**config.mk**
```make
export PLATFORM = sky130hd
export DESIGN_NAME = pipeout_readout_scheduler
export DESIGN_NICKNAME = d
export VERILOG_FILES = /design/src/rtl/pipeout_readout_scheduler_pkg.sv /design/src/rtl/pipeout_readout_scheduler_timeout_counter.sv /design/src/rtl/pipeout_readout_scheduler.sv
export SDC_FILE = /design/constraint.sdc
export NUM_CORES = 1
export LEC_CHECK = 0
export CORE_AREA = 8 8 105 107
export DETAILED_ROUTE_END_ITERATION = 8
export DIE_AREA = 0 0 113 115
export HOLD_SLACK_MARGIN = 0.1
export PLACE_DENSITY = 0.85
export SETUP_SLACK_MARGIN = 0.02
export SLEW_MARGIN = 20
export SYNTH_ARGS = -nofsm -noshare
export SYNTH_HDL_FRONTEND = slang
export SYNTH_SLANG_ARGS = --single-unit
```
**constraint.sdc**
```tcl
create_clock -name clk -period 3.2 [get_ports clk]
set_clock_uncertainty 0.05 [all_clocks]
set_input_delay 0.64 -clock clk [delete_from_list [all_inputs] [get_ports clk]]
set_output_delay 0.64 -clock clk [all_outputs]
set_load 0.02 [all_outputs]
```
**src/rtl/pipeout_readout_scheduler_pkg.sv**
```systemverilog
// rtl/pipeout_readout_scheduler_pkg.sv - shared types and helpers for the pipe-out readout scheduler
//
// Contents:
//   sched_state_t     : scheduler FSM state encoding
//   NUM_CORES_DEFAULT : default number of cores serviced
//   MAX_CORES         : widest select vector the onehot helper can build
//   onehot(idx)       : MAX_CORES-wide vector with only bit idx set
package pipeout_readout_scheduler_pkg;

    localparam int NUM_CORES_DEFAULT = 8;
    localparam int MAX_CORES         = 32;

    typedef enum logic [2:0] {
        ST_IDLE       = 3'd0,
        ST_SCAN       = 3'd1,
        ST_WAIT_START = 3'd2,
        ST_WAIT_END   = 3'd3,
        ST_ADVANCE    = 3'd4,
        ST_DONE       = 3'd5
    } sched_state_t;

    function automatic logic [MAX_CORES-1:0] onehot(input int unsigned idx);
        logic [MAX_CORES-1:0] one;
        one = {{(MAX_CORES-1){1'b0}}, 1'b1};
        return one << idx;
    endfunction

endpackage

```
**src/rtl/pipeout_readout_scheduler_timeout_counter.sv**
```systemverilog
// rtl/pipeout_readout_scheduler_timeout_counter.sv - bounded wait timer for a granted burst
//
// Ports:
//   clk, rst_n : clock, asynchronous active-low reset
//   clear      : restart the count from zero (wins over enable)
//   enable     : count this cycle
//   expired    : high for the single enabled cycle in which the count is TIMEOUT_CYCLES-1
module sched_timeout_counter #(
    parameter int TIMEOUT_CYCLES = 1024
) (
    input  logic clk,
    input  logic rst_n,
    input  logic clear,
    input  logic enable,
    output logic expired
);

    localparam int TW = (TIMEOUT_CYCLES > 1) ? $clog2(TIMEOUT_CYCLES) : 1;
    localparam logic [TW-1:0] LAST = TW'(TIMEOUT_CYCLES - 1);

    logic [TW-1:0] count;

    always_ff @(posedge clk or negedge rst_n) begin
        if (!rst_n) begin
            count <= '0;
        end else if (clear) begin
            count <= '0;
        end else if (enable && (count != LAST)) begin
            count <= count + 1'b1;
        end
    end

    // The owner leaves its wait state on expiry, so holding at LAST is never observed.
    assign expired = enable && (count == LAST);

endmodule

```
**src/rtl/pipeout_readout_scheduler.sv**
```systemverilog
// rtl/pipeout_readout_scheduler.sv - round-robin readout sequencer in front of the pipe-out arbiter
//
// Ports:
//   clk, rst_n   : clock, asynchronous active-low reset
//   start        : one-cycle launch pulse, ignored while busy
//   stop         : abort request level
//   enable_mask  : cores to service (latched at start)
//   burst_len    : words per grant (latched at start)
//   rounds       : passes over all cores, 0 = until stop (latched at start)
//   req          : per-core data-ready, sampled live
//   arb_idle     : arbiter idle flag
//   core_select  : one-hot grant to the arbiter
//   num_words    : burst length presented with the grant
//   busy         : command in progress
//   done         : one-cycle completion pulse
//   err_timeout  : sticky per-core timeout flags, cleared on start
//   grant_count  : completed grants this command, saturating
//   round_count  : completed rounds this command, wrapping
module pipeout_readout_scheduler
    import pipeout_readout_scheduler_pkg::*;
#(
    parameter int NUM_CORES      = NUM_CORES_DEFAULT,
    parameter int TIMEOUT_CYCLES = 1024,
    parameter int GCW            = 16
) (
    input  logic                 clk,
    input  logic                 rst_n,
    input  logic                 start,
    input  logic                 stop,
    input  logic [NUM_CORES-1:0] enable_mask,
    input  logic [7:0]           burst_len,
    input  logic [7:0]           rounds,
    input  logic [NUM_CORES-1:0] req,
    input  logic                 arb_idle,
    output logic [NUM_CORES-1:0] core_select,
    output logic [7:0]           num_words,
    output logic                 busy,
    output logic                 done,
    output logic [NUM_CORES-1:0] err_timeout,
    output logic [GCW-1:0]       grant_count,
    output logic [7:0]           round_count
);

    localparam int IW = (NUM_CORES > 1) ? $clog2(NUM_CORES) : 1;
    localparam logic [IW-1:0] LAST_POS = IW'(NUM_CORES - 1);
    localparam logic [IW:0]   NC_W     = (IW + 1)'(NUM_CORES);

    sched_state_t state_q, state_d;

    logic [IW-1:0]        rr_ptr_q, rr_ptr_d;
    logic [IW-1:0]        pos_q, pos_d;
    logic [NUM_CORES-1:0] mask_q, mask_d;
    logic [7:0]           blen_q, blen_d;
    logic [7:0]           rounds_q, rounds_d;

    logic [NUM_CORES-1:0] sel_d;
    logic [7:0]           nw_d;
    logic                 busy_d;
    logic                 done_d;
    logic [NUM_CORES-1:0] err_d;
    logic [GCW-1:0]       gc_d;
    logic [7:0]           rc_d;

    logic [IW:0]          idx_sum;
    logic [IW:0]          idx_wide;
    logic [IW-1:0]        idx;
    logic [NUM_CORES-1:0] grant_sel;
    logic                 eligible;
    logic                 tmr_clear;
    logic                 tmr_en;
    logic                 tmr_expired;

    // Rotating start point: idx = (rr_ptr + pos) mod NUM_CORES without a divider.
    assign idx_sum = {1'b0, rr_ptr_q} + {1'b0, pos_q};

    always_comb begin
        idx_wide = idx_sum;
        if (idx_sum >= NC_W) begin
            idx_wide = idx_sum - NC_W;
        end
    end

    assign idx       = idx_wide[IW-1:0];
    assign grant_sel = NUM_CORES'(onehot(32'(idx)));
    assign eligible  = mask_q[idx] & req[idx];

    // Timer restarts every SCAN and only runs while waiting for the arbiter to leave idle.
    assign tmr_clear = (state_q == ST_SCAN);
    assign tmr_en    = (state_q == ST_WAIT_START);

    sched_timeout_counter #(
        .TIMEOUT_CYCLES (TIMEOUT_CYCLES)
    ) u_timeout (
        .clk     (clk),
        .rst_n   (rst_n),
        .clear   (tmr_clear),
        .enable  (tmr_en),
        .expired (tmr_expired)
    );

    always_comb begin
        state_d  = state_q;
        rr_ptr_d = rr_ptr_q;
        pos_d    = pos_q;
        mask_d   = mask_q;
        blen_d   = blen_q;
        rounds_d = rounds_q;
        sel_d    = core_select;
        nw_d     = num_words;
        busy_d   = busy;
        done_d   = 1'b0;
        err_d    = err_timeout;
        gc_d     = grant_count;
        rc_d     = round_count;

        case (state_q)
            ST_IDLE: begin
                if (start) begin
                    mask_d   = enable_mask;
                    blen_d   = burst_len;
                    rounds_d = rounds;
                    err_d    = '0;
                    gc_d     = '0;
                    rc_d     = '0;
                    pos_d    = '0;
                    busy_d   = 1'b1;
                    if ((burst_len == 8'd0) || (enable_mask == '0)) begin
                        state_d = ST_DONE;
                        done_d  = 1'b1;
                    end else begin
                        state_d = ST_SCAN;
                    end
                end
            end

            ST_SCAN: begin
                if (stop) begin
                    state_d = ST_DONE;
                    done_d  = 1'b1;
                    sel_d   = '0;
                    nw_d    = '0;
                end else if (eligible) begin
                    sel_d   = grant_sel;
                    nw_d    = blen_q;
                    state_d = ST_WAIT_START;
                end else begin
                    state_d = ST_ADVANCE;
                end
            end

            ST_WAIT_START: begin
                // A burst already under way takes priority over abort and timeout.
                if (!arb_idle) begin
                    state_d = ST_WAIT_END;
                end else if (stop) begin
                    state_d = ST_DONE;
                    done_d  = 1'b1;
                    sel_d   = '0;
                    nw_d    = '0;
                end else if (tmr_expired) begin
                    err_d[idx] = 1'b1;
                    sel_d      = '0;
                    nw_d       = '0;
                    state_d    = ST_ADVANCE;
                end
            end

            ST_WAIT_END: begin
                // The arbiter cannot be aborted mid-burst, so stop is only honoured here.
                if (arb_idle) begin
                    sel_d = '0;
                    nw_d  = '0;
                    if (grant_count != {GCW{1'b1}}) begin
                        gc_d = grant_count + 1'b1;
                    end
                    if (stop) begin
                        state_d = ST_DONE;
                        done_d  = 1'b1;
                    end else begin
                        state_d = ST_ADVANCE;
                    end
                end
            end

            ST_ADVANCE: begin
                if (pos_q == LAST_POS) begin
                    pos_d    = '0;
                    rr_ptr_d = (rr_ptr_q == LAST_POS) ? '0 : rr_ptr_q + 1'b1;
                    rc_d     = round_count + 8'd1;
                    if ((rounds_q != 8'd0) && ((round_count + 8'd1) == rounds_q)) begin
                        state_d = ST_DONE;
                        done_d  = 1'b1;
                    end else begin
                        state_d = ST_SCAN;
                    end
                end else begin
                    pos_d   = pos_q + 1'b1;
                    state_d = ST_SCAN;
                end
            end

            ST_DONE: begin
                sel_d   = '0;
                nw_d    = '0;
                busy_d  = 1'b0;
                state_d = ST_IDLE;
            end

            default: begin
                sel_d   = '0;
                nw_d    = '0;
                busy_d  = 1'b0;
                state_d = ST_IDLE;
            end
        endcase
    end

    always_ff @(posedge clk or negedge rst_n) begin
        if (!rst_n) begin
            state_q     <= ST_IDLE;
            rr_ptr_q    <= '0;
            pos_q       <= '0;
            mask_q      <= '0;
            blen_q      <= '0;
            rounds_q    <= '0;
            core_select <= '0;
            num_words   <= '0;
            busy        <= 1'b0;
            done        <= 1'b0;
            err_timeout <= '0;
            grant_count <= '0;
            round_count <= '0;
        end else begin
            state_q     <= state_d;
            rr_ptr_q    <= rr_ptr_d;
            pos_q       <= pos_d;
            mask_q      <= mask_d;
            blen_q      <= blen_d;
            rounds_q    <= rounds_d;
            core_select <= sel_d;
            num_words   <= nw_d;
            busy        <= busy_d;
            done        <= done_d;
            err_timeout <= err_d;
            grant_count <= gc_d;
            round_count <= rc_d;
        end
    end

endmodule

```
==> summary by stage, run 1 <==
Status
The flow ran to the end, and the final reports show no timing, DRC or antenna violations.

Routing
The remaining antenna violation count after routing is 0. Using the TritonRoute via totals, the vias-per-cell ratio works out to 5.98. The number of vias in the routed layout is 4,264. The total routed wirelength is 12.5 mm. The first detailed-routing pass ran for 4 iterations. The final routed wire length divided by cell count is 17.5 um. For this run, design rule violations remaining after detail routing come to 0. The detailed router finished its first iteration with 237 violations.

Setup path
The critical path capture point type is a flip-flop. The top fanout value on the critical path is 8. The worst setup path is launched from a flip-flop. The critical path is of the flip-flop to flip-flop type. At the worst endpoint, the arrival time is 3.05 ns. STA puts the critical path data required time at 3.39 ns.

Finish
At the end of the flow, the number of nets in the layout was 641. The post-synthesis to final-layout area growth is 24.0%. The repair_antennas step left the layout with diodes totalling 0. The final cell utilization of the core is 62.7%. The multi-input combinational cells in the finished layout cover a total of 0.00232 mm2. The filler cells instantiated in the layout total 774. The sequential cells in the finished layout cover a total of 0.00233 mm2. The fraction of layout instances using a drive strength above 1 is 6.84%.

The number of standard cells in the final layout excluding fillers is 713.

Clocking
The CTS sink count is 93. The number of clock buffers inserted by TritonCTS is 9. The number of buffers between clock root and the deepest sink is 2. The H-tree depth is 3. Clock tree synthesis selected as its root buffer the cell sky130_fd_sc_hd__clkbuf_8. The post-CTS setup buffer count is 0. The CTS clock-pin slew for the worst setup and hold paths is 0.09 ns. In this run, post-CTS repair resized a total of 0 instances.

TritonCTS built the clock tree. The quantity of hold-fixing buffers added after cts is 0. The clock latency of the later-clocked register in the worst-skew pair is 0.36 ns.

Pwr
The analysis attributes to cell leakage a power of 2.62 nW. Dividing total power by cell area gives a power density of 609 mW/mm2. The worst-case IR drop observed on VDD is 303 uV.

Synthesis
The cell area after synthesis is 0.00478 mm2. The synthesized instance count is 515. The number of flops mapped to enable cells by yosys is 0. The most common cell in the synthesized netlist is sky130_fd_sc_hd__nand2_1. The number of nets in the synthesized netlist is 561. Summed over all instances, the cell type with the most area after synthesis is sky130_fd_sc_hd__dfrtp_1. The synthesized flop and latch total is 93.

Yosys printed 0 warnings. Sorting the synthesized cells by area gives the leading types as sky130_fd_sc_hd__dfrtp_1, sky130_fd_sc_hd__nand2_1, sky130_fd_sc_hd__nor2_1. The sequential cell area fraction in the yosys report is 48.6%. Ranked by instance count, the synthesized netlist is headed by sky130_fd_sc_hd__nand2_1, sky130_fd_sc_hd__dfrtp_1, sky130_fd_sc_hd__nor2_1, sky130_fd_sc_hd__a21oi_1, sky130_fd_sc_hd__nand3_1. Of all flip-flops after synthesis, the portion carrying an async set or reset was 100%. The average cell area after synthesis is 9.29 um2. The area fraction of the dominant cell type after synthesis is 48.6%. In the synthesized netlist the dominant register cell turns out to be sky130_fd_sc_hd__dfrtp_1.

Synthesis instantiated 62 different standard cells from the library.

Place
Detailed placement finished with a half-perimeter wire length of 9.14 mm. Routability-driven placement finished with a final weighted congestion of 0.900. The post-placement worst setup slack is 0.381 ns. The number of placed instances, taps included, is 698. Buffers placed on the I/O ports in this run total 86.

Global routing
The number of antenna violations at the first check in global routing was 0. For this run, the total global-route usage over all layers was measured as 19.7%. The via count of the first global-routing pass is 4,355. The first global-routing pass estimated 20.7 mm of wire. Summed over all layers, the global routing overflow is 0. The maximum number of pins on one net before global-route repair is 51.

Timing
Setup repair after global routing left no endpoint under its margin. The period utilization is 89.1%. Setup violations remaining at the end of the flow were counted as 0. The minimum period implied by the final worst setup slack is 2.85 ns.

The final-report hold violation count is 0. The pin slew with the least headroom to its limit is 0.685 ns. Once routing completed, OpenROAD measured the worst setup slack at 0.350 ns. The maximum clock frequency is 0.351 GHz.

The number of slew-limit violations in the final report was 0. Across all hold checks on the routed design, the worst slack comes to 0.210 ns. The worst slew slack as a fraction of its limit is 54.4%.

In the final timing run, aggregate negative setup slack is 0 ns.

Floorplanning
From bottom edge to top edge, the die measures 115 um. The die covers 0.0130 mm2. The initial core utilization is 50.6%.

The area of the core is 0.00946 mm2. The I/O pin count is 87. Measured along the x axis, the die boundary spans 113 um.

The initialized floorplan defines 36 standard-cell rows.

Min path
The min-delay analysis places its worst path in the category input pin to asynchronous set/reset pin.

Flow run
Max-cap violations in this run came to 0.
==> cells by family (layout without fill, tap and decap cells) <==
group / Yosys count / after routing / synth area share [%]
and+or+nand+nor: 249 / 249 / 25.4
buffers and inverters: 37 / 121 / 3.09
xor gates and xnor gates: 20 / 20 / 3.97
DFF: 93 / 93 / 48.6
AOI/OAI and AO/OA: 101 / 101 / 14.5
adders and majority gates: 9 / 9 / 2.51
muxes: 6 / 6 / 1.91
==> placed cells by master, fill, tap and decap left out, types with 9 or more instances in the layout <==
| master | netlist | layout |
|---|---|---|
| sky130_fd_sc_hd__xor2_1 | 11 | 11 |
| sky130_fd_sc_hd__and2_1 | 10 | 10 |
| sky130_fd_sc_hd__clkbuf_8 | 0 | 10 |
| sky130_fd_sc_hd__nand4_1 | 13 | 13 |
| sky130_fd_sc_hd__o21ai_0 | 13 | 13 |
| sky130_fd_sc_hd__nor2_1 | 29 | 29 |
| sky130_fd_sc_hd__and3_1 | 9 | 9 |
| sky130_fd_sc_hd__a31oi_1 | 12 | 12 |
| sky130_fd_sc_hd__a21oi_1 | 18 | 18 |
| sky130_fd_sc_hd__inv_1 | 10 | 10 |
| sky130_fd_sc_hd__dfrtp_1 | 93 | 93 |
| sky130_fd_sc_hd__buf_4 | 0 | 9 |
| sky130_fd_sc_hd__a32o_1 | 10 | 10 |
| sky130_fd_sc_hd__clkdlybuf4s50_1 | 0 | 85 |
| sky130_fd_sc_hd__or3_1 | 10 | 10 |
| sky130_fd_sc_hd__nand3_1 | 16 | 16 |
| sky130_fd_sc_hd__nand2_1 | 120 | 120 |
==> final timing paths <==
kind / start / end / slack (ns) / cells past startpoint
max: rr_ptr_q[0]$_DFFE_PN0P_ / num_words[3]$_DFFE_PN0P_ / 0.35 / 8
min in group clk: mask_q[5]$_DFFE_PN0P_ / mask_q[5]$_DFFE_PN0P_ / 0.43 / 2
min: rst_n / round_count[5]$_DFFE_PN0P_ / 0.21 / 1
max reg2reg: rr_ptr_q[0]$_DFFE_PN0P_ / num_words[3]$_DFFE_PN0P_ / 0.35 / 8
min reg2reg: mask_q[5]$_DFFE_PN0P_ / mask_q[5]$_DFFE_PN0P_ / 0.43 / 2
max in group asynchronous: rst_n / blen_q[2]$_DFFE_PN0P_ / 2.23 / 2
==> where the power goes <==
part	internal (mW)	switching (mW)	total, mW	leakage, nW
registers	1.40	0.239	1.64	1.25
logic	0.505	0.773	1.28	1.29
clock network	0.297	0.398	0.695	0.0812
total	2.20	1.41	3.61	2.62
==> sequential cells by signal, summed over array words and instances (netlist names) <==
| register | flops |
|---|---|
| grant_count | 16 |
| u_timeout.count | 10 |
| blen_q | 8 |
| core_select | 8 |
| err_timeout | 8 |
| mask_q | 8 |
| num_words | 8 |
| round_count | 8 |
| rounds_q | 8 |
| pos_q | 3 |
| rr_ptr_q | 3 |
| state_q | 3 |
| busy | 1 |
| done | 1 |
==> worst max-delay path, stage by stage (launching register included) <==
cell                       delay, ns
sky130_fd_sc_hd__dfrtp_1        0.42
sky130_fd_sc_hd__ha_1           0.21
sky130_fd_sc_hd__inv_1          0.06
sky130_fd_sc_hd__fa_1           0.47
sky130_fd_sc_hd__inv_2          0.12
sky130_fd_sc_hd__mux4_2         0.51
sky130_fd_sc_hd__mux2i_2        0.33
sky130_fd_sc_hd__o211ai_2       0.25
sky130_fd_sc_hd__a32o_1         0.31
==> layout make-up <==
cell class | count | share of cell area, %
well taps | 114 | 2.40
flip-flops and latches | 93 | 39.2
clock buffers | 11 | 2.38
clock inverters | 4 | 0.422
inverters | 11 | 0.696
multi-input cells | 385 | 39.0
repair buffers | 95 | 15.8
==> metrics by stage <==
| stage | area [um2] | total power [mW] |
|---|---|---|
| 2_1_floorplan | 4780 | 2.47 |
| 3_3_place_gp | 5770 | 2.87 |
| 3_5_place_dp | 5770 | 2.92 |
| 4_1_cts | 5930 | 3.62 |
| 5_1_grt | 5930 | 3.84 |
| 6_report | 5930 | 3.61 |
==> layer usage <==
metal / vias to the layer above / wire length [um] / track usage [%]
met3: 28 / 811 / 4.41
met5: - / 0 / 0
met2: 144 / 6200 / 34.1
met1: 2092 / 5190 / 23.0
met4: 0 / 297 / 9.06
li1: 2000 / - / -
Note: power is estimated with default switching activity, not from simulation.
==> inputs of run 2 (changes only) <==
Settings changed: ABC_AREA from default to 1, CORE_AREA 8 8 105 107 to 8 8 108 110, DIE_AREA 0 0 113 115 to 0 0 116 118, PLACE_DENSITY 0.85 to 0.86.
==> summary by stage, run 2 <==
Clocking
The CTS clock-pin slew for the worst setup and hold paths came to 0.09 ns (about the same). The post-CTS setup buffer count is 0 (unchanged). The H-tree depth is 3 (unchanged). The CTS sink count is 93 (unchanged). The tree is rooted in a sky130_fd_sc_hd__clkbuf_8. The post-cts resize count was 0 (unchanged).

The number of buffers between clock root and the deepest sink is 2 (unchanged). The number of clock buffers inserted by TritonCTS is 9 (unchanged). The clock tree from TritonCTS is done. The quantity of hold-fixing buffers added after cts is 0 (unchanged). The clock latency of the later-clocked register in the worst-skew pair is 0.37 ns (about the same).

Place
The post-placement worst setup slack is 0.533 ns (+0.152 ns). The placed wire-length estimate after detailed placement was 9.74 mm (+6.6%). The routability-driven placement congestion ratio is 0.985 (+9.5%). The count of input and output buffers is 86 (unchanged). The total placed cells including tap cells is 895 (+28%).

Synthesis
The share of synthesized flip-flops with an asynchronous set or reset is 100% (unchanged). The sequential cell area fraction in the yosys report was 44.8% (-3.8 points). The number of distinct library cell variants in the gate-level netlist after synthesis is 38 (-39%).

The commonest cells after synthesis are sky130_fd_sc_hd__nand2_1, sky130_fd_sc_hd__dfrtp_1, sky130_fd_sc_hd__inv_1, sky130_fd_sc_hd__nor2_1, sky130_fd_sc_hd__o21ai_0. The average cell area after synthesis is 7.53 um2 (-19%). The number of warnings issued by yosys is 0 (unchanged). The synthesized net count is 736 (+31%). The synthesized flop and latch total is 93 (unchanged).

The cell area after synthesis is 0.00519 mm2 (+8.6%). The number of flops mapped to enable cells by yosys is 0 (unchanged). The area fraction of the dominant cell type after synthesis came to 44.8% (-3.8 points).

The primary flip-flop cell chosen by synthesis mapping is sky130_fd_sc_hd__dfrtp_1. Yosys attributes the largest share of cell area to sky130_fd_sc_hd__dfrtp_1, sky130_fd_sc_hd__nand2_1, sky130_fd_sc_hd__inv_1. The leading cell type by number of instances after synthesis is sky130_fd_sc_hd__nand2_1. The synthesized instance count was 690 (+34%).

The cell taking the most area after synthesis is sky130_fd_sc_hd__dfrtp_1.

Setup path
The worst endpoint data arrival time came to 3.01 ns (-0.04 ns). The capture instance of the worst register-to-register path is core_select[3]$_DFFE_PN0P_. The flop-to-flop setup slack came to 0.45 ns (+0.10 ns). The nature of the critical path startpoint is a flip-flop. The critical path in this run is classified as flip-flop to flip-flop. The source of the worst register-to-register timing path is rr_ptr_q[0]$_DFFE_PN0P_. The critical path capture point type is a flip-flop.

The required time at the worst-slack endpoint is 3.46 ns (+0.07 ns). The number of cells on the worst reg-to-reg path is 12 (+4). The top fanout value on the critical path came to 17 (+9).

Timing
The period utilization is 86.1% (-3.0 points). The pin slew with the least headroom to its limit was 0.753 ns (+0.0688 ns). The total negative setup slack was 0 ns (unchanged). The final-report hold violation count was 0 (unchanged). Setup repair after global routing left no endpoint under its margin. The minimum period implied by the final worst setup slack is 2.75 ns (-0.0956 ns). The worst slew slack as a fraction of its limit is 49.6% (-4.8 points).

The number of slew-limit violations in the final report is 0 (unchanged). The maximum clock frequency is 0.363 GHz (+3.5%). The worst path setup slack after routing is 0.445 ns (+0.0956 ns). The final count of negative-setup-slack endpoints is 0 (unchanged).

Finish
The largest registers in the layout are grant_count: 16 flops, u_timeout.count: 10 flops. The number of antenna diodes is 0 (unchanged). The leading cell type in the layout, fill and taps excluded is sky130_fd_sc_hd__nand2_1.

The area growth from synthesis to layout is 21.8%. The fraction of layout instances using a drive strength above 1 is 5.55% (-1.3 points). The number of flip-flops under the largest register name came to 16 (unchanged). The number of nets in the layout came to 816 (+27%). In the layout the commonest cells are sky130_fd_sc_hd__nand2_1, sky130_fd_sc_hd__dfrtp_1, sky130_fd_sc_hd__clkdlybuf4s50_1. The number of standard cells in the final layout excluding fillers is 911 (+28%). grant_count holds more flip-flops than any other register.

Floorplanning
The width of the die is 116 um (+2.7%). The standard-cell row count is 37 (+2.8%). The die area is 0.0137 mm2 (+5.3%). The I/O pin count is 87 (unchanged). The die outline height is 118 um (+2.6%). The area of the core is 0.0100 mm2 (+5.7%). The initial core utilization came to 52.0% (+1.4 points).

Pwr
The worst-case vdd ir drop was 338 uV (+12%). The static leakage power is 2.97 nW (+13%). The power per cell area came to 682 mW/mm2 (+12%).

Global routing
The total grt overflow is 0 (unchanged). The number of antenna violations at the first check in global routing is 0 (unchanged). The global-route total usage across every layer is 19.2% (-0.51 points). The via count of the first global-routing pass is 4,625 (+6.2%).

The global-route wire length before repair was 21.3 mm (+2.7%). The maximum number of pins on one net before global-route repair was 49 (-3.9%).

Min path
The worst hold path class is input pin to asynchronous set/reset pin.

Routing
The vias per cell came to 5.30 (-11%). The number of iterations in the first detailed-routing pass was 6 (+2). The total routed wirelength came to 13.0 mm (+4.3%).

The detailed router's first-iteration violation count was 359 (+51%). The remaining antenna violation count after routing is 0 (unchanged). The residual DRC count came to 0 (unchanged).

The final routed wire length divided by cell count came to 14.3 um (-18%). The number of vias in the routed layout was 4,831 (+13%).

Status
The flow ran to the end, and the final reports show no timing, DRC or antenna violations.

Flow run
The count of maximum capacitance violations was 0 (unchanged).
[run 2: changes by cell type after synthesis, moves of 10 or more]
| cell | delta |
|---|---|
| sky130_fd_sc_hd__a31oi_1 | -12 |
| sky130_fd_sc_hd__and2_1 | -10 |
| sky130_fd_sc_hd__inv_1 | +69 |
| sky130_fd_sc_hd__nand2_1 | +100 |
| sky130_fd_sc_hd__nand3_1 | +17 |
| sky130_fd_sc_hd__nand4_1 | +17 |
| sky130_fd_sc_hd__nor2_1 | +44 |
| sky130_fd_sc_hd__o21ai_0 | +29 |
| sky130_fd_sc_hd__or3_1 | -10 |
[run 2: cells by family after synthesis]
group / count (synthesis) / synth area share [%]
buffers and inverters: 107 / 8.57
AO/OA/AOI/OAI: 85 / 9.25
adder cells (fa/ha/maj): 9 / 2.31
flip-flops: 93 / 44.8
AND/OR/NAND/NOR: 379 / 31.9
XOR/XNOR: 17 / 3.13
[run 2: how the worst max path moves through the flow]
stage	start	end	cells after the start
3_5_place_dp	pos_q[0]$_DFFE_PN0P_	core_select[3]$_DFFE_PN0P_	12
2_1_floorplan	rr_ptr_q[0]$_DFFE_PN0P_	core_select[0]$_DFFE_PN0P_	12
3_3_place_gp	pos_q[0]$_DFFE_PN0P_	core_select[3]$_DFFE_PN0P_	13
6_report	rr_ptr_q[0]$_DFFE_PN0P_	core_select[3]$_DFFE_PN0P_	12
4_1_cts	pos_q[0]$_DFFE_PN0P_	core_select[3]$_DFFE_PN0P_	12
5_1_grt	pos_q[0]$_DFFE_PN0P_	num_words[5]$_DFFE_PN0P_	12
[run 2: report_power, final]
group	switching, mW	internal [mW]	total [mW]
logic	1.24	0.606	1.84
clock network	0.408	0.381	0.788
registers	0.234	1.45	1.68
total	1.88	2.43	4.31
[run 2: cell type report]
type                       instances  area (um2)
multi-input combinational        490        2420
sequential                        93        2330
clock buffer                      12         145
clock inverter                     4        47.5
inverter                          88         330
tap                              136         170
fill                             848        3670
timing repair buffer              88         886
[run 2: per-stage QoR]
step	hold WS (ns)	instance area (um2)	power [mW]	utilization [%]
3_5_place_dp	0.412	6140	3.50	61.4
6_report	0.217	6330	4.31	63.3
2_1_floorplan	0.294	5190	3.02	-
5_1_grt	0.262	6330	4.59	63.3
4_1_cts	0.254	6330	4.31	63.3
3_3_place_gp	0.408	6140	3.42	61.4
[run 2: worst max-delay path: stages (launching register included)]
cell	delay, ns
sky130_fd_sc_hd__dfrtp_1	0.42
sky130_fd_sc_hd__ha_1	0.21
sky130_fd_sc_hd__inv_1	0.07
sky130_fd_sc_hd__fa_1	0.46
sky130_fd_sc_hd__nor2_1	0.27
sky130_fd_sc_hd__nand2_1	0.10
sky130_fd_sc_hd__nand2_1	0.08
sky130_fd_sc_hd__nor2_1	0.04
sky130_fd_sc_hd__nand2_1	0.12
sky130_fd_sc_hd__nand4_2	0.39
sky130_fd_sc_hd__nand3_4	0.31
sky130_fd_sc_hd__nand2_1	0.09
sky130_fd_sc_hd__nand2_1	0.07
[run 2: metal layers]
| metal | up-vias | global-route usage (%) | wire length [um] |
|---|---|---|---|
| met5 | - | 0 | 0 |
| met4 | 0 | 8.03 | 263 |
| met3 | 20 | 4.16 | 799 |
| met2 | 161 | 31.8 | 6400 |
| met1 | 2286 | 23.4 | 5590 |
| li1 | 2364 | - | - |
==> inputs of run 3 (changes only) <==
Settings changed: GPL_TIMING_DRIVEN from default to 0.
==> summary by stage, run 3 (synthesis results as in run 2) <==
Floorplanning
The die outline height is 118 um (unchanged). The initial core utilization is 52.0% (unchanged). The I/O pin count was 87 (unchanged). The width of the die was 116 um (unchanged). The die area came to 0.0137 mm2 (unchanged). The standard-cell row count was 37 (unchanged). The area of the core came to 0.0100 mm2 (unchanged).

Clocking
The clock latency of the later-clocked register in the worst-skew pair is 0.37 ns (about the same). The number of buffers between clock root and the deepest sink is 2 (unchanged). TritonCTS built the clock tree. The quantity of hold-fixing buffers added after cts was 0 (unchanged). The number of clock buffers inserted by TritonCTS is 9 (unchanged). The CTS clock-pin slew for the worst setup and hold paths is 0.09 ns (about the same). The CTS sink count was 93 (unchanged).

The post-CTS setup buffer count is 0 (unchanged). The H-tree depth is 3 (unchanged). The buffer type at the clock tree root is sky130_fd_sc_hd__clkbuf_8. The post-cts resize count is 0 (unchanged).

Setup path
The category of the most critical setup path is flip-flop to flip-flop. The startpoint of the most critical setup path is rr_ptr_q[0]$_DFFE_PN0P_. The critical path capture point type is a flip-flop. Traced cell by cell, the critical path runs through ha_1 > inv_1 > fa_1 > nor2_1 > nand2_1 > nand2_1 > nor2_1 > nand2_1 > nand4_2 > clkbuf_1 > nand4_1 > nand2_1. The required time at the worst-slack endpoint came to 3.41 ns (-0.05 ns).

The source of the worst register-to-register timing path is rr_ptr_q[0]$_DFFE_PN0P_. The worst register-to-register path ends at core_select[2]$_DFFE_PN0P_. The number of cells on the worst reg-to-reg path is 12 (unchanged). The flop-to-flop setup slack is 0.50 ns (+0.06 ns).

The most critical setup path has its endpoint at core_select[2]$_DFFE_PN0P_. For this design, the slowest cell found on the critical path is sky130_fd_sc_hd__fa_1. STA classifies the critical path startpoint as a flip-flop. The delay of the slowest cell on the worst path is 0.46 ns (about the same). The top fanout value on the critical path was 10 (-7). The cell that appears most often on the critical path is sky130_fd_sc_hd__nand2_1. The worst endpoint data arrival time is 2.90 ns (-0.11 ns).

Finish
The number of nets in the layout was 834 (+2.2%). Leaving out fill and tap cells, the most frequent cell in the layout is sky130_fd_sc_hd__nand2_1. The flip-flop and latch area is 0.00233 mm2 (unchanged). The number of standard cells in the final layout excluding fillers is 928 (+1.9%).

In the final layout, the registers with the most flip-flops are grant_count: 16 flops, u_timeout.count: 10 flops. Counting flops per register, the top entry is grant_count. The final cell utilization of the core came to 64.9% (+1.6 points). The number of flip-flops under the largest register name was 16 (unchanged). The number of antenna diodes is 0 (unchanged). The library cells used most frequently in the layout, excluding fill and tap cells, are sky130_fd_sc_hd__nand2_1, sky130_fd_sc_hd__dfrtp_1, sky130_fd_sc_hd__clkdlybuf4s50_1. The area growth from synthesis to layout is 24.9%.

The filler cell count is 879 (+3.7%). The footprint of the multi-input gates is 0.00242 mm2 (unchanged). The fraction of layout instances using a drive strength above 1 is 6.82% (+1.3 points).

Routing
The residual DRC count came to 0 (unchanged). The remaining antenna violation count after routing was 0 (unchanged). The number of iterations in the first detailed-routing pass is 5 (-1).

The detailed router's first-iteration violation count was 290 (-19%). The vias per cell came to 5.28 (-0.43%). The final routed wire length divided by cell count is 14.5 um (+1.5%). The number of vias in the routed layout is 4,900 (+1.4%).

The total routed wirelength is 13.5 mm (+3.4%).

Global routing
The total grt overflow was 0 (unchanged). The global-route total usage across every layer is 20.3% (+1.1 points). The global-route wire length before repair is 22.6 mm (+5.9%).

The via count of the first global-routing pass was 4,945 (+6.9%). The maximum number of pins on one net before global-route repair is 59 (+20%). The number of antenna violations at the first check in global routing came to 0 (unchanged).

Place
The routability-driven placement congestion ratio came to 0.934 (-5.2%). The count of input and output buffers is 86 (unchanged). The placed wire-length estimate after detailed placement is 10.4 mm (+6.6%). The total placed cells including tap cells was 913 (+2.0%). The post-placement worst setup slack was 0.590 ns (+0.0577 ns).

Pwr
The worst-case vdd ir drop is 293 uV (-13%). The sequential share of power is 35.4% (-3.6 points). The proportion of power drawn by the clock network is 20.7% (+2.4 points).

The share of power burned in combinational logic is 43.9% (+1.2 points). The static leakage power is 3.05 nW (+2.9%). The net switching power of the design was 1.92 mW (+2.3%).

The overall power of the completed layout is 4.64 mW (+7.5%). The power per cell area is 714 mW/mm2 (+4.8%). The design internal power is 2.71 mW (+11%).

The fraction of power spent switching nets is 41.5% (-2.1 points).

Timing
The maximum clock frequency is 0.371 GHz (+2.1%). The final count of negative-setup-slack endpoints is 0 (unchanged). Setup repair after global routing left no endpoint under its margin. The worst slew slack as a fraction of its limit came to 51.7% (+2.1 points). The pin slew with the least headroom to its limit was 0.724 ns (-0.0293 ns). The smallest hold slack is 0.277 ns (+0.0596 ns). The worst path setup slack after routing is 0.503 ns (+0.0577 ns). The number of slew-limit violations in the final report was 0 (unchanged). The final-report hold violation count is 0 (unchanged).

The minimum period implied by the final worst setup slack is 2.70 ns (-0.0577 ns). The period utilization came to 84.3% (-1.8 points).

Flow run
The count of maximum capacitance violations is 0 (unchanged).

Min path
The tightest min-delay check is of the input pin to asynchronous set/reset pin type.

Status
The run finished with clean final reports.
run 3: area by class of cell:
cell class / count / area share, %
plain buffers: 19 / 1.77
well taps: 136 / 2.62
repair buffers: 87 / 13.5
clock inverters: 4 / 1.47
clock buffers: 11 / 2.33
inverters: 88 / 5.09
multi-input cells: 490 / 37.3
flip-flops and latches: 93 / 35.9
run 3: how the worst min path moves through the flow:
| stage | endpoint | depth (start not counted) | from | slack (ns) |
|---|---|---|---|---|
| global route | round_count[1]$_DFFE_PN0P_ | 1 | rst_n | 0.34 |
| floorplan | blen_q[0]$_DFFE_PN0P_ | 0 | rst_n | 0.29 |
| finish | round_count[1]$_DFFE_PN0P_ | 1 | rst_n | 0.28 |
| global placement | core_select[1]$_DFFE_PN0P_ | 2 | core_select[1]$_DFFE_PN0P_ | 0.41 |
| CTS | round_count[1]$_DFFE_PN0P_ | 1 | rst_n | 0.29 |
| detailed placement | core_select[6]$_DFFE_PN0P_ | 2 | core_select[6]$_DFFE_PN0P_ | 0.41 |
run 3: through the flow:
| step | TNS (ns) | instance area [um2] |
|---|---|---|
| floorplan | 0 | 5190 |
| global placement | -171.05 | 6230 |
| detailed placement | 0 | 6240 |
| CTS | 0 | 6490 |
| global route | 0 | 6490 |
| finish | 0 | 6490 |
run 3: worst max-delay path, delay by kind of cell, from the launching register on:
kind,cells,cell delay [ns]
flip-flops,1,0.43
adder cells (fa/ha/maj),2,0.67
buffers and inverters,2,0.35
AND/OR/NAND/NOR,8,1.08
run 3: metal layers:
metal / GRT usage (%) / routed length, um
met4: 9.08 / 338
met1: 25.0 / 5630
met5: 0 / 0
met3: 3.54 / 820
met2: 33.7 / 6710
run 3: power groups by stage:
stage | sequential [mW] | combinational [mW] | clock, mW
2_1_floorplan | 1.71 | 1.31 | 0
3_3_place_gp | 1.64 | 1.93 | 0
3_5_place_dp | 1.66 | 2.00 | 0
4_1_cts | 1.64 | 2.02 | 0.974
5_1_grt | 1.67 | 2.26 | 1.01
6_report | 1.64 | 2.04 | 0.962
